**src/rtl/dcache_controller.sv**
```systemverilog
// Direct-mapped, write-back, write-allocate data cache: 8 blocks of 4 bytes.
// Hits are served combinationally; misses run WRITEBACK/FETCH/UPDATE against block memory.
module dcache_controller (
    input  logic        CLK,
    input  logic        RESET,
    input  logic        READ,
    input  logic        WRITE,
    input  logic [7:0]  ADDRESS,
    input  logic [7:0]  WRITEDATA,
    output logic [7:0]  READDATA,
    output logic        BUSYWAIT,
    output logic        MEM_READ,
    output logic        MEM_WRITE,
    output logic [5:0]  MEM_ADDRESS,
    output logic [31:0] MEM_WRITEDATA,
    input  logic [31:0] MEM_READDATA,
    input  logic        MEM_BUSYWAIT
);

    typedef enum logic [1:0] {StIdle, StWriteback, StFetch, StUpdate} state_e;

    state_e      state_q, state_d;
    logic [7:0]  valid_q, dirty_q;
    logic [2:0]  tag_q  [8];
    logic [31:0] data_q [8];
    logic        seen_busy_q;
    logic [31:0] buffer_q;

    logic [2:0]  addr_tag, idx;
    logic [4:0]  bit_base;
    logic        hit, mem_done, req;

    assign addr_tag = ADDRESS[7:5];
    assign idx      = ADDRESS[4:2];
    assign bit_base = {ADDRESS[1:0], 3'b000};
    assign req      = READ | WRITE;
    assign hit      = valid_q[idx] & (tag_q[idx] == addr_tag);
    // Completion needs busywait seen high first, so a late-raising memory is not mistaken for done.
    assign mem_done = seen_busy_q & ~MEM_BUSYWAIT;

    always_ff @(posedge CLK or posedge RESET) begin
        if (RESET) begin
            state_q <= StIdle;
        end else begin
            state_q <= state_d;
        end
    end

    always_comb begin
        state_d = state_q;
        unique case (state_q)
            StIdle: begin
                if (req && !hit) begin
                    state_d = (valid_q[idx] && dirty_q[idx]) ? StWriteback : StFetch;
                end
            end
            StWriteback: if (mem_done) state_d = StFetch;
            StFetch:     if (mem_done) state_d = StUpdate;
            StUpdate:    state_d = StIdle;
            default:     state_d = StIdle;
        endcase
    end

    always_comb begin
        MEM_READ      = 1'b0;
        MEM_WRITE     = 1'b0;
        MEM_ADDRESS   = 6'h00;
        MEM_WRITEDATA = 32'h0;
        unique case (state_q)
            StWriteback: begin
                MEM_WRITE     = 1'b1;
                MEM_ADDRESS   = {tag_q[idx], idx};
                MEM_WRITEDATA = data_q[idx];
            end
            StFetch: begin
                MEM_READ    = 1'b1;
                MEM_ADDRESS = {addr_tag, idx};
            end
            default: ;
        endcase
        READDATA = hit ? data_q[idx][bit_base +: 8] : 8'h00;
        BUSYWAIT = ~RESET & req & ~((state_q == StIdle) & hit);
    end

    always_ff @(posedge CLK or posedge RESET) begin
        if (RESET) begin
            valid_q     <= 8'h00;
            dirty_q     <= 8'h00;
            seen_busy_q <= 1'b0;
            buffer_q    <= 32'h0;
            for (int i = 0; i < 8; i++) begin
                tag_q[i]  <= 3'h0;
                data_q[i] <= 32'h0;
            end
        end else begin
            if (state_q != state_d) begin
                seen_busy_q <= 1'b0;
            end else if ((state_q == StWriteback || state_q == StFetch) && MEM_BUSYWAIT) begin
                seen_busy_q <= 1'b1;
            end

            if (state_q == StFetch && mem_done) begin
                buffer_q <= MEM_READDATA;
            end

            if (state_q == StUpdate) begin
                data_q[idx]  <= buffer_q;
                tag_q[idx]   <= addr_tag;
                valid_q[idx] <= 1'b1;
                dirty_q[idx] <= 1'b0;
            end else if (state_q == StIdle && WRITE && hit) begin
                data_q[idx][bit_base +: 8] <= WRITEDATA;
                dirty_q[idx]               <= 1'b1;
            end
        end
    end

endmodule

```
**config.mk**
```make
export PLATFORM = sky130hd
export DESIGN_NAME = dcache_controller
export DESIGN_NICKNAME = d
export VERILOG_FILES = /design/src/rtl/dcache_controller.sv
export SDC_FILE = /design/constraint.sdc
export NUM_CORES = 1
export LEC_CHECK = 0
export BUFFER_PORTS_ARGS = -buffer_cell sky130_fd_sc_hd__buf_2
export CORE_ASPECT_RATIO = 1.5
export CORE_UTILIZATION = 45
export DETAILED_ROUTE_END_ITERATION = 16
export MAX_ROUTING_LAYER = met4
export REMOVE_ABC_BUFFERS = 1
export SKIP_CTS_REPAIR_TIMING = 1
export SLEW_MARGIN = 20
export SYNTH_ARGS = -nofsm -noshare
export SYNTH_HDL_FRONTEND = slang
export SYNTH_SLANG_ARGS = --single-unit
```
**constraint.sdc**
```tcl
create_clock -name CLK -period 11.82 [get_ports CLK]
set_input_delay 0.591 -clock CLK [delete_from_list [all_inputs] [get_ports CLK]]
set_output_delay 0.591 -clock CLK [all_outputs]
set_load 0.01 [all_outputs]
```
## Word-level counts from Yosys, hierarchy flattened

Index checks and enable logic that the tools add are counted.

| operators by class | value |
|---|---|
| equal/unequal tests | 5 |
| mux-type cells | 37 |
| reductions and logical operators | 13 |
| shifts and indexed selects | 3 |
| $add $sub $neg | 1 |
| bitwise logic cells | 14 |
| magnitude comparators | 4 |

Operators with widths:

| operator | count |
|---|---|
| 256-bit bitwise mux | 2 |
| 256-bit 2-to-1 mux | 2 |
| 32-bit demux with 3-bit select | 2 |
| 32-bit 2-to-1 mux | 5 |
| 32-bit binary-select mux with 3-bit select | 1 |
| 8-bit by 7-bit variable shift with 32-bit output (first input constant) | 1 |
| 32-bit by 6-bit variable part select with 8-bit output | 1 |
| 8-bit by 7-bit variable part select with 32-bit output | 1 |
| 24-bit bitwise mux | 1 |
| 8-bit 2-to-1 mux | 3 |
| 8-bit bitwise OR | 2 |
| 6-bit one-hot mux with 2 select lines | 1 |
| 3-bit binary-select mux with 3-bit select | 1 |
| 3-bit demux with 3-bit select | 1 |
| 3-bit 2-to-1 mux | 3 |
| 8-bit bitwise AND | 1 |
| 1-bit logical AND | 8 |
| 2-bit 2-to-1 mux | 4 |
| 8-bit inverter | 1 |
| 2-bit one-hot mux with 4 select lines | 1 |
| 1-bit 2-to-1 mux | 7 |
| 5-bit negation with 7-bit output | 1 |
| 1-bit binary-select mux with 3-bit select | 2 |
| 1-bit bitwise AND | 5 |
| 16 further kinds | 20 |

| word-level totals | value |
|---|---|
| bits in registers | 331 |
| input port bits | 53 |

## Longest topological paths before layout

Gate-level depths: netlist (run 1).

| logic depth | value |
|---|---|
| depth in word-level cells | 12 |
| gate-level depth with buffers | 12 |
| depth with buffers taken out | 8 |

## Least setup slack after synthesis (run 1)

OpenSTA, ideal clock, no wires.

| path | value |
|---|---|
| path type | input to output |
| from | in ADDRESS[4] |
| to | out READDATA[1] |
| setup slack | 8,567 ps |
| required time | 11,229 ps |
| data arrival time | 2,662 ps |
| cell stages on the path | 9 |
| cell sequence | buf_2 buf_2 nand2_1 nor2_1 clkbuf_1 a22oi_1 and4_1 mux4_2 nor2_1 |

| on the way | value |
|---|---|
| word-level cells in the longest chain between the ends | 7 |

RTL lines:

| what | RTL line | text |
|---|---|---|
| from (decl) | 8 | `input logic [7:0] ADDRESS,` |
| branches (longest 6 deep; another with 32-bit binary-select mux with 3-bit select) | -- |  |
| 8-bit 2-to-1 mux * | 81 | `READDATA = hit ? data_q[idx][bit_base +: 8] : 8'h00;` |
| to (decl) | 10 | `output logic [7:0] READDATA,` |

Every way passes the cells marked *. The select of a mux whose other input is x is not followed.

## Worst setup path after layout (run 1)

| path | value |
|---|---|
| from | in ADDRESS[3] |
| to | out READDATA[6] |

The elaborated chain is that of the path after synthesis.

==> flow_summary.yaml, run 1 <==
power_and_ir_drop:
  finalPower_uw: 4410
  power.density_nw_per_um2: 232
  p_leak_uw: 0.00841
  ir_worst_vdd_uv: 145
cells_and_area:
  fin_area_sq_um: 19000
  area_growth_pct: 11.5
  nets: 1685
  drive_above_1_share: 0.186
floorplan:
  start_util: 0.456
  die_area_sq_um: 38700
  core-area_sq_um: 37400
  io_pins: 102
  die_h_um: 240
  die_x_um: 161
  rows: 87
clocking:
  insertion_delay_ns: 0.55
  htree_levels: 2
  clk_pin_slew_ns: 0.06
  cts_sinks: 331
  cts_tree: "built"
  cts.path.max_buffers: 3
  cts_made_buffers: 35
  clock_tree.root_cell: "clkbuf_16"
hold_path:
  holdCritPathClass: "input port to asynchronous set/reset pin"
drt:
  dr.pass1.iters: 5
  routed_wl_mm: 63.4
  drc_errors: 0
  viasPerCell: 6.95
  antenna_left: 0
  vias: 14800
  wl_per_cell_um: 29.7
  drtIter0Drc: 1804
worst_setup_path:
  cp.required_ns: 11.23
  r2r-end: "data_q[64]"
  end_kind: "output port"
  worstSetupPathType: "input port to output port"
  start_kind: "input port"
  rrSetupSlack_ns: 7.85
  crit_arrival_ns: 4.02
  crit_start: "ADDRESS[3]"
  cp_max_fo: 40
  r2r-start: "state_q[0]"
  rr_worst_depth: 6
  crit_end: "READDATA[6]"
synth:
  netlist_instances: 1600
  ys_seq_area_frac: 0.485
  ys.flop_type: "dfrtp_1"
  synth_area_leader_cell: "dfrtp_1"
  synth_top_area_share: 0.485
  ys_top_cells_by_area: "dfrtp_1, a221o_1, a22oi_1, mux2_2, and3_1"
  async_reset_ff_frac: 1.00
  yosysWarningCount: 0
  synth_edf_count: 0
  mappedNetlistArea_sq_um: 17100
  syn_area_per_cell_sq_um: 10.7
  synth.ff_latch_count: 331
  synth.distinct_cells: 66
sta:
  finalCritPeriodShare: 0.390
  max_slew_margin: 0.163
  skew_ns: 0.0247
  slew_violations: 0
  whs_ns: 0.262
  rsz0062_at_grt: "no"
  final_hold_viol_count: 0
  finalSetupTns_ns: 0
  period_minus_slack_ns: 4.61
  setup_viol: 0
  layout_setup_ws_ns: 7.21
  worstMarginPinSlew_ns: 1.25
  fmax_ghz: 0.217
global_routing:
  grt_pass1_wl_mm: 94.9
  gr-total-overflow: 0
  antenna_found_initial: 1
  grt_max_degree: 130
  grt_pass1_vias: 14500
  grt_use_total: 0.339
status:
  status: "finished clean"
flow_run:
  drv_cap: 0
place:
  io_buffers: 101
  gp_congestion: 0.919
  dp_hpwl_mm: 40.2
  detailedPlace.worstSlack_ns: 7.31
  placed_area_sq_um: 17800
## state kept, by name, indices dropped and copies added (netlist names), named ones only
name / count
valid_q: 8
state_q: 2
data_q: 256
seen_busy_q: 1
tag_q: 24
buffer_q: 32
## cells by family after synthesis
group                      count (synthesis)  synth area share
and+or+nand+nor                          491             0.149
DFF                                      331             0.485
AOI/OAI and AO/OA                        488             0.235
muxes                                    114            0.0825
xor gates and xnor gates                   2           0.00103
buffers and inverters                    164            0.0400
adders and majority gates                 10           0.00733
## stage by stage
step / instances / util
2_1_floorplan: 1459 / -
3_3_place_gp: 2074 / 0.477
3_5_place_dp: 2074 / 0.477
4_1_cts: 2135 / 0.508
5_1_grt: 2136 / 0.508
6_report: 2136 / 0.508
## synth_stat cells, types with 32 or more instances
master and count:
a22o_1 47, mux2i_1 36, nor2_1 112, mux2_2 62
clkbuf_1 91, a22oi_1 106, and2_1 42, and3_1 100
a221o_1 140, nand2_1 133, o22ai_1 32, dfrtp_1 331
## how the worst min path moves through the flow
stage                     slack, ns           end
after detailed placement       0.45    valid_q[2]
after global routing           0.28  buffer_q[24]
after global placement         0.45    valid_q[2]
final                          0.26      tag_q[2]
after floorplan                0.43    valid_q[7]
after CTS                      0.27  buffer_q[13]
## routing by layer
layer  vias to the layer above  global-route usage  routed length [um]
li1                       6211                   -                   -
met1                      7485               0.427               24700
met2                       945               0.523               29300
met3                       206              0.0543                5590
met4                         0               0.188                3910
met5                         -                   -                   0
## final cells by class
class | count | area, sq um
well taps | 489 | 612
clock buffers | 49 | 978
flip-flops and latches | 331 | 8280
clock inverters | 12 | 191
inverters | 23 | 93.8
fillers | 3418 | 18400
diodes | 1 | 2.50
repair buffers | 126 | 693
multi-input cells | 1105 | 8160
## where the power goes
part           leakage [uW]  total [uW]  internal [uW]  switching, uW
clock              0.000573        1170            688            479
sequential          0.00428        2020           1620            398
combinational       0.00355        1220            595            626
## critical path, cell delays in order
cell and delay [ns]:
buf_2 0.49, nor2b_1 0.51, and2_2 0.58, buf_4 0.54, a22oi_1 0.17, and4_1 0.31, mux4_2 0.51, nor2_1 0.12
buf_2 0.15
## placed cells by master (no fill, tap or decap), types with 25 or more instances in the layout
cell type and n:
and4_1 25, a22o_1 47, mux2_2 62, a221o_1 140, nand2_1 132, dfrtp_1 331
nor2_1 109, mux2i_1 36, clkbuf_16 35, and3_1 98, o22ai_1 32, buf_2 101
and2_1 40, a22oi_1 106, buf_4 25
(Power assumes the default switching activity.)
==> run 2, diff against run 1 <==
--- a/config.mk
+++ b/config.mk
@@ -5,6 +5,7 @@
 export SDC_FILE = /design/constraint.sdc
 export NUM_CORES = 1
 export LEC_CHECK = 0
+export ABC_AREA = 1
 export BUFFER_PORTS_ARGS = -buffer_cell sky130_fd_sc_hd__buf_2
 export CORE_ASPECT_RATIO = 1.5
 export CORE_UTILIZATION = 45
==> constraint.sdc (replaced) <==
create_clock -name CLK -period 4 [get_ports CLK]
set_input_delay 0.2 -clock CLK [delete_from_list [all_inputs] [get_ports CLK]]
set_output_delay 0.2 -clock CLK [all_outputs]
set_load 0.01 [all_outputs]
==> run 2 against run 1 <==
Against the previous run: via count rose by 20%; cell count rose by 31%; sequential power rose to 2.7 times the previous value; combinational power rose to 2.8 times the previous value; largest cell class unchanged.
==> flow_summary.yaml, run 2 <==
drt:
  viasPerCell: 6.38
  routed_wl_mm: 72.0
  dr.pass1.iters: 6
  vias: 17900
  wl_per_cell_um: 25.7
  drc_errors: 0
  drtIter0Drc: 2062
  antenna_left: 0
cells_and_area:
  mostFrequentLayoutCell: "nand2_1"
  regMostFlops: "data_q"
  fillers: 3739
  top_regs: "data_q (256), buffer_q (32), tag_q (24)"
  drive_above_1_share: 0.114
  largest_register_ffs: 256
  nets: 2347
  n_antenna_cell: 0
  most-common-layout-cells: "nand2_1, dfrtp_1, inv_1"
  area_growth_pct: 14.4
  finalCoreUtilization: 0.526
sta:
  final_hold_viol_count: 0
  worstMarginPinSlew_ns: 1.19
  skew_ns: 0.0156
  rsz0062_at_grt: "no"
  setup_viol: 0
  slew_violations: 0
  fmax_ghz: 0.305
  period_minus_slack_ns: 3.28
  layout_setup_ws_ns: 0.724
  whs_ns: 0.0135
  finalCritPeriodShare: 0.819
  finalSetupTns_ns: 0
  max_slew_margin: 0.205
synth:
  netlist_instances: 2199
  ys_seq_area_frac: 0.466
  ys.flop_type: "dfrtp_1"
  synth.ff_latch_count: 331
  synth_common_cells: "nand2_1, dfrtp_1, inv_1"
  syn_area_per_cell_sq_um: 8.07
  synth.distinct_cells: 45
  yosysWarningCount: 0
  synth_area_leader_cell: "dfrtp_1"
  synth_top_area_share: 0.466
  yosysMostFrequentCell: "nand2_1"
  async_reset_ff_frac: 1.00
  synth_edf_count: 0
  ys_top_cells_by_area: "dfrtp_1, nand2_1, o211ai_1, inv_1, nand3_1"
  mappedNetlistArea_sq_um: 17800
global_routing:
  grt_use_total: 0.373
  use_met2: 0.586
  grtUsageMet1: 0.452
  gr-total-overflow: 0
  antenna_found_initial: 0
  grt_max_degree: 104
  met3_usage: 0.0536
  grt_pass1_wl_mm: 108
  grt_most_used_layer: "met2"
  grt_pass1_vias: 17400
clocking:
  cts.path.max_buffers: 3
  clk_pin_slew_ns: 0.06
  clock_tree.root_cell: "clkbuf_16"
  htree_levels: 2
  cts_tree: "built"
  insertion_delay_ns: 0.54
  cts_made_buffers: 36
  cts_sinks: 331
worst_setup_path:
  critPathMaxStageDelay_ns: 0.56
  start_kind: "input port"
  r2r-start: "state_q[1]"
  end_kind: "output port"
  r2r-end: "data_q[39]"
  cp.required_ns: 3.80
  cp_max_fo: 32
  rrSetupSlack_ns: 0.73
  rr_worst_depth: 8
  cpMaxStageDelayCell: "o211ai_1"
  cp_cell_sequence: "buf_2 -> inv_2 -> nand2_1 -> inv_2 -> buf_4 -> a221oi_1 -> nand2_1 -> o211ai_1 -> a21oi_1 -> buf_2"
  crit_arrival_ns: 3.08
  worstSetupPathType: "input port to output port"
hold_path:
  whs_endpoint: "seen_busy_q"
  min_from: "MEM_BUSYWAIT"
  min_path_cells: 5
  holdCritPathClass: "input port to register"
power_and_ir_drop:
  ir_worst_vdd_uv: 434
  power.density_nw_per_um2: 609
  p_leak_uw: 0.00886
  finalPower_uw: 12400
floorplan:
  io_pins: 102
  start_util: 0.459
  die_area_sq_um: 40300
  core-area_sq_um: 38600
  rows: 88
  die_x_um: 164
  die_h_um: 245
place:
  io_buffers: 101
  detailedPlace.worstSlack_ns: 0.617
  gp_congestion: 0.951
  dp_hpwl_mm: 46.6
status:
  status: "finished clean"
flow_run:
  drv_cap: 0
-- run 2: cell types whose count changed after synthesis, sizes merged, moves of 96 or more --
cell    previous run  this run
a221o            140         0
and3             100         1
inv               22       223
nand2            134       513
nand3             21       127
o211ai            18       114
o21ai             36       139
-- run 2: worst max-delay path, delay by kind of cell --
| family | cells | cell delay [ns] |
|---|---|---|
| AO/OA/AOI/OAI | 3 | 1.08 |
| buffers and inverters | 5 | 1.18 |
| AND/OR/NAND/NOR | 2 | 0.59 |
-- run 2: kinds of logic after synthesis --
| family | Yosys count | synth area share |
|---|---|---|
| buffers and inverters | 378 | 0.0832 |
| DFF | 331 | 0.466 |
| adders and majority gates | 10 | 0.00705 |
| and+or+nand+nor | 895 | 0.215 |
| AOI/OAI and AO/OA | 585 | 0.229 |
-- run 2: final cells by class --
cell class / instances / area, sq um / area share
Clock inverter: 5 / 78.8 / 0.00388
Clock buffer: 54 / 1110 / 0.0546
Inverter: 234 / 886 / 0.0436
Timing Repair Buffer: 191 / 1300 / 0.0641
Multi-Input combinational cell: 1490 / 8040 / 0.396
Sequential cell: 331 / 8280 / 0.408
Tap cell: 495 / 619 / 0.0305
-- run 2: per-stage QoR --
step           instance area (sq um)  cells
6_report                       20300   2800
5_1_grt                        20300   2800
4_1_cts                        20000   2766
3_5_place_dp                   18800   2707
3_3_place_gp                   18800   2707
2_1_floorplan                  17200   2055
-- run 2: where the power goes --
group          leakage (uW)  internal (uW)  switching [uW]
registers           0.00409           4660             786
logic               0.00418           1190            2270
clock network      0.000588           2040            1430
total               0.00886           7880            4490
-- run 2: per-layer routing --
metal  wire (um)  share of wire
met1       27500           0.38
met2       33900           0.47
met3        6060          0.084
met4        4580          0.064
met5           0              0
-- run 2: worst max path at each step --
stage | cells after the start | start | to | slack (ns)
finish | 10 | ADDRESS[2] | READDATA[1] | 0.72
global route | 12 | ADDRESS[2] | READDATA[0] | 0.60
CTS | 8 | state_q[1] | data_q[39] | 0.80
detailed placement | 10 | ADDRESS[3] | data_q[39] | 0.62
global placement | 10 | ADDRESS[4] | data_q[38] | 0.64
floorplan | 1 | RESET | asynchronous set/reset pin | -5.39
==> run 3, diff against run 2 <==
--- a/config.mk
+++ b/config.mk
@@ -5,7 +5,7 @@
 export SDC_FILE = /design/constraint.sdc
 export NUM_CORES = 1
 export LEC_CHECK = 0
-export ABC_AREA = 1
+export ABC_AREA = 0
 export BUFFER_PORTS_ARGS = -buffer_cell sky130_fd_sc_hd__buf_2
 export CORE_ASPECT_RATIO = 1.5
 export CORE_UTILIZATION = 45
==> constraint.sdc (replaced) <==
create_clock -name CLK -period 3.2 [get_ports CLK]
set_input_delay 0.16 -clock CLK [delete_from_list [all_inputs] [get_ports CLK]]
set_output_delay 0.16 -clock CLK [all_outputs]
set_load 0.01 [all_outputs]
==> run 3 against run 2 <==
Against the previous run: first-iteration DRC count decreased by 27%; power increased by 33%; cell area decreased by 2.0%; largest power group unchanged; critical endpoint is now BUSYWAIT.
==> flow_summary.yaml, run 3 (synthesized netlist as in run 1, its figures left out) <==
sta:
  worstMarginPinSlew_ns: 1.04
  skew_ns: 0.0199
  rsz0062_at_grt: "no"
  setup_viol: 0
  slew_violations: 0
  final_hold_viol_count: 0
  fmax_ghz: 0.333
  period_minus_slack_ns: 3.00
  max_slew_margin: 0.304
  layout_setup_ws_ns: 0.196
  finalSetupTns_ns: 0
  finalCritPeriodShare: 0.939
cells_and_area:
  mostFrequentLayoutCell: "dfrtp_1"
  most-common-layout-cells: "dfrtp_1, a221o_1, nand2_1"
  seq_area_sq_um: 8280
  fillers: 3393
  regMostFlops: "data_q"
  area_growth_pct: 16.6
  nets: 1762
  fin_area_sq_um: 19900
  largest_register_ffs: 256
  top_regs: "data_q (256), buffer_q (32), tag_q (24)"
  n_antenna_cell: 0
  finalCoreUtilization: 0.531
  multi_input_area_sq_um: 8150
  drive_above_1_share: 0.204
clocking:
  cts_made_buffers: 35
  cts_sinks: 331
  clk_pin_slew_ns: 0.07
  cts_tree: "built"
  htree_levels: 2
  insertion_delay_ns: 0.53
  clock_tree.root_cell: "clkbuf_16"
  cts.path.max_buffers: 3
drt:
  viasPerCell: 6.77
  vias: 15000
  drc_errors: 0
  dr.pass1.iters: 5
  drtIter0Drc: 1504
  routed_wl_mm: 63.6
  wl_per_cell_um: 28.8
  antenna_left: 0
worst_setup_path:
  cp.required_ns: 3.04
  r2r-end: "data_q[92]"
  rrSetupSlack_ns: 0.26
  worstSetupPathType: "register to output port"
  start_kind: "register"
  r2r-start: "state_q[0]"
  crit_start: "tag_q[6]"
  end_kind: "output port"
  crit_arrival_ns: 2.84
  cp_max_fo: 11
  rr_worst_depth: 6
global_routing:
  grt_pass1_vias: 14800
  grt_pass1_wl_mm: 95.7
  grt_max_degree: 94
  gr-total-overflow: 0
  grt_use_total: 0.342
  antenna_found_initial: 0
status:
  status: "finished clean"
floorplan:
  core-area_sq_um: 37400
  io_pins: 102
  rows: 87
  die_area_sq_um: 38700
  die_x_um: 161
  start_util: 0.456
  die_h_um: 240
hold_path:
  min_from: "READ"
  whs_endpoint: "seen_busy_q"
  holdCritPathClass: "input port to register"
  min_path_cells: 4
place:
  gp_congestion: 0.918
  detailedPlace.worstSlack_ns: 0.204
  dp_hpwl_mm: 42.1
  placed_area_sq_um: 18300
  io_buffers: 101
flow_run:
  drv_cap: 0
power_and_ir_drop:
  ir_worst_vdd_uv: 587
  seq_power_share: 0.452
  clock_power_share: 0.261
  switching_share: 0.340
  p_int_uw: 10800
  power.density_nw_per_um2: 824
  p_leak_uw: 0.00884
  switchingPower_uw: 5580
  combPwrFrac: 0.287
## run 3: power groups by stage
stage,combinational (uW),sequential [uW],clock [uW]
2_1_floorplan,3240,6880,0
3_3_place_gp,4500,7390,0
3_5_place_dp,4620,7410,0
4_1_cts,4640,7380,4340
5_1_grt,5090,7610,4490
6_report,4700,7420,4280
## run 3: final cells by class
class / count / share of cell area
Clock inverter: 10 / 0.00516
Tap cell: 489 / 0.0307
Sequential cell: 331 / 0.416
Timing Repair Buffer: 203 / 0.0786
Clock buffer: 52 / 0.0549
Inverter: 23 / 0.00472
Multi-Input combinational cell: 1105 / 0.410
## run 3: metrics by stage
stage	power, uW	hold WS, ns	cells
detailed placement	12000	0.350	2114
global route	17200	0.0404	2213
global placement	11900	0.354	2114
finish	16400	0.0127	2213
CTS	16300	-0.212	2176
floorplan	10100	0.265	1459
## run 3: worst max path at each step
stage / end / slack [ns] / cells after the start
2_1_floorplan: asynchronous set/reset pin / -6.13 / 1
3_3_place_gp: data_q[164] / 0.20 / 11
3_5_place_dp: data_q[231] / 0.20 / 10
4_1_cts: BUSYWAIT / 0.20 / 9
5_1_grt: BUSYWAIT / 0.07 / 8
6_report: BUSYWAIT / 0.20 / 9
## run 3: critical path, cell delays in order, from the launching register on
cell	delay, ns
dfrtp_1	0.38
mux4_2	0.51
mux2i_4	0.17
xnor2_1	0.19
nor3_2	0.07
buf_4	0.18
and3_1	0.20
buf_4	0.19
a211oi_1	0.25
buf_2	0.17
## run 3: per-layer routing
layer,global-route usage,share of wire,vias up,wire length [um]
met5,-,0,-,0
met4,0.199,0.064,0,4090
met3,0.0571,0.081,221,5150
met2,0.517,0.46,831,29100
met1,0.433,0.40,7575,25300
li1,-,-,6361,-
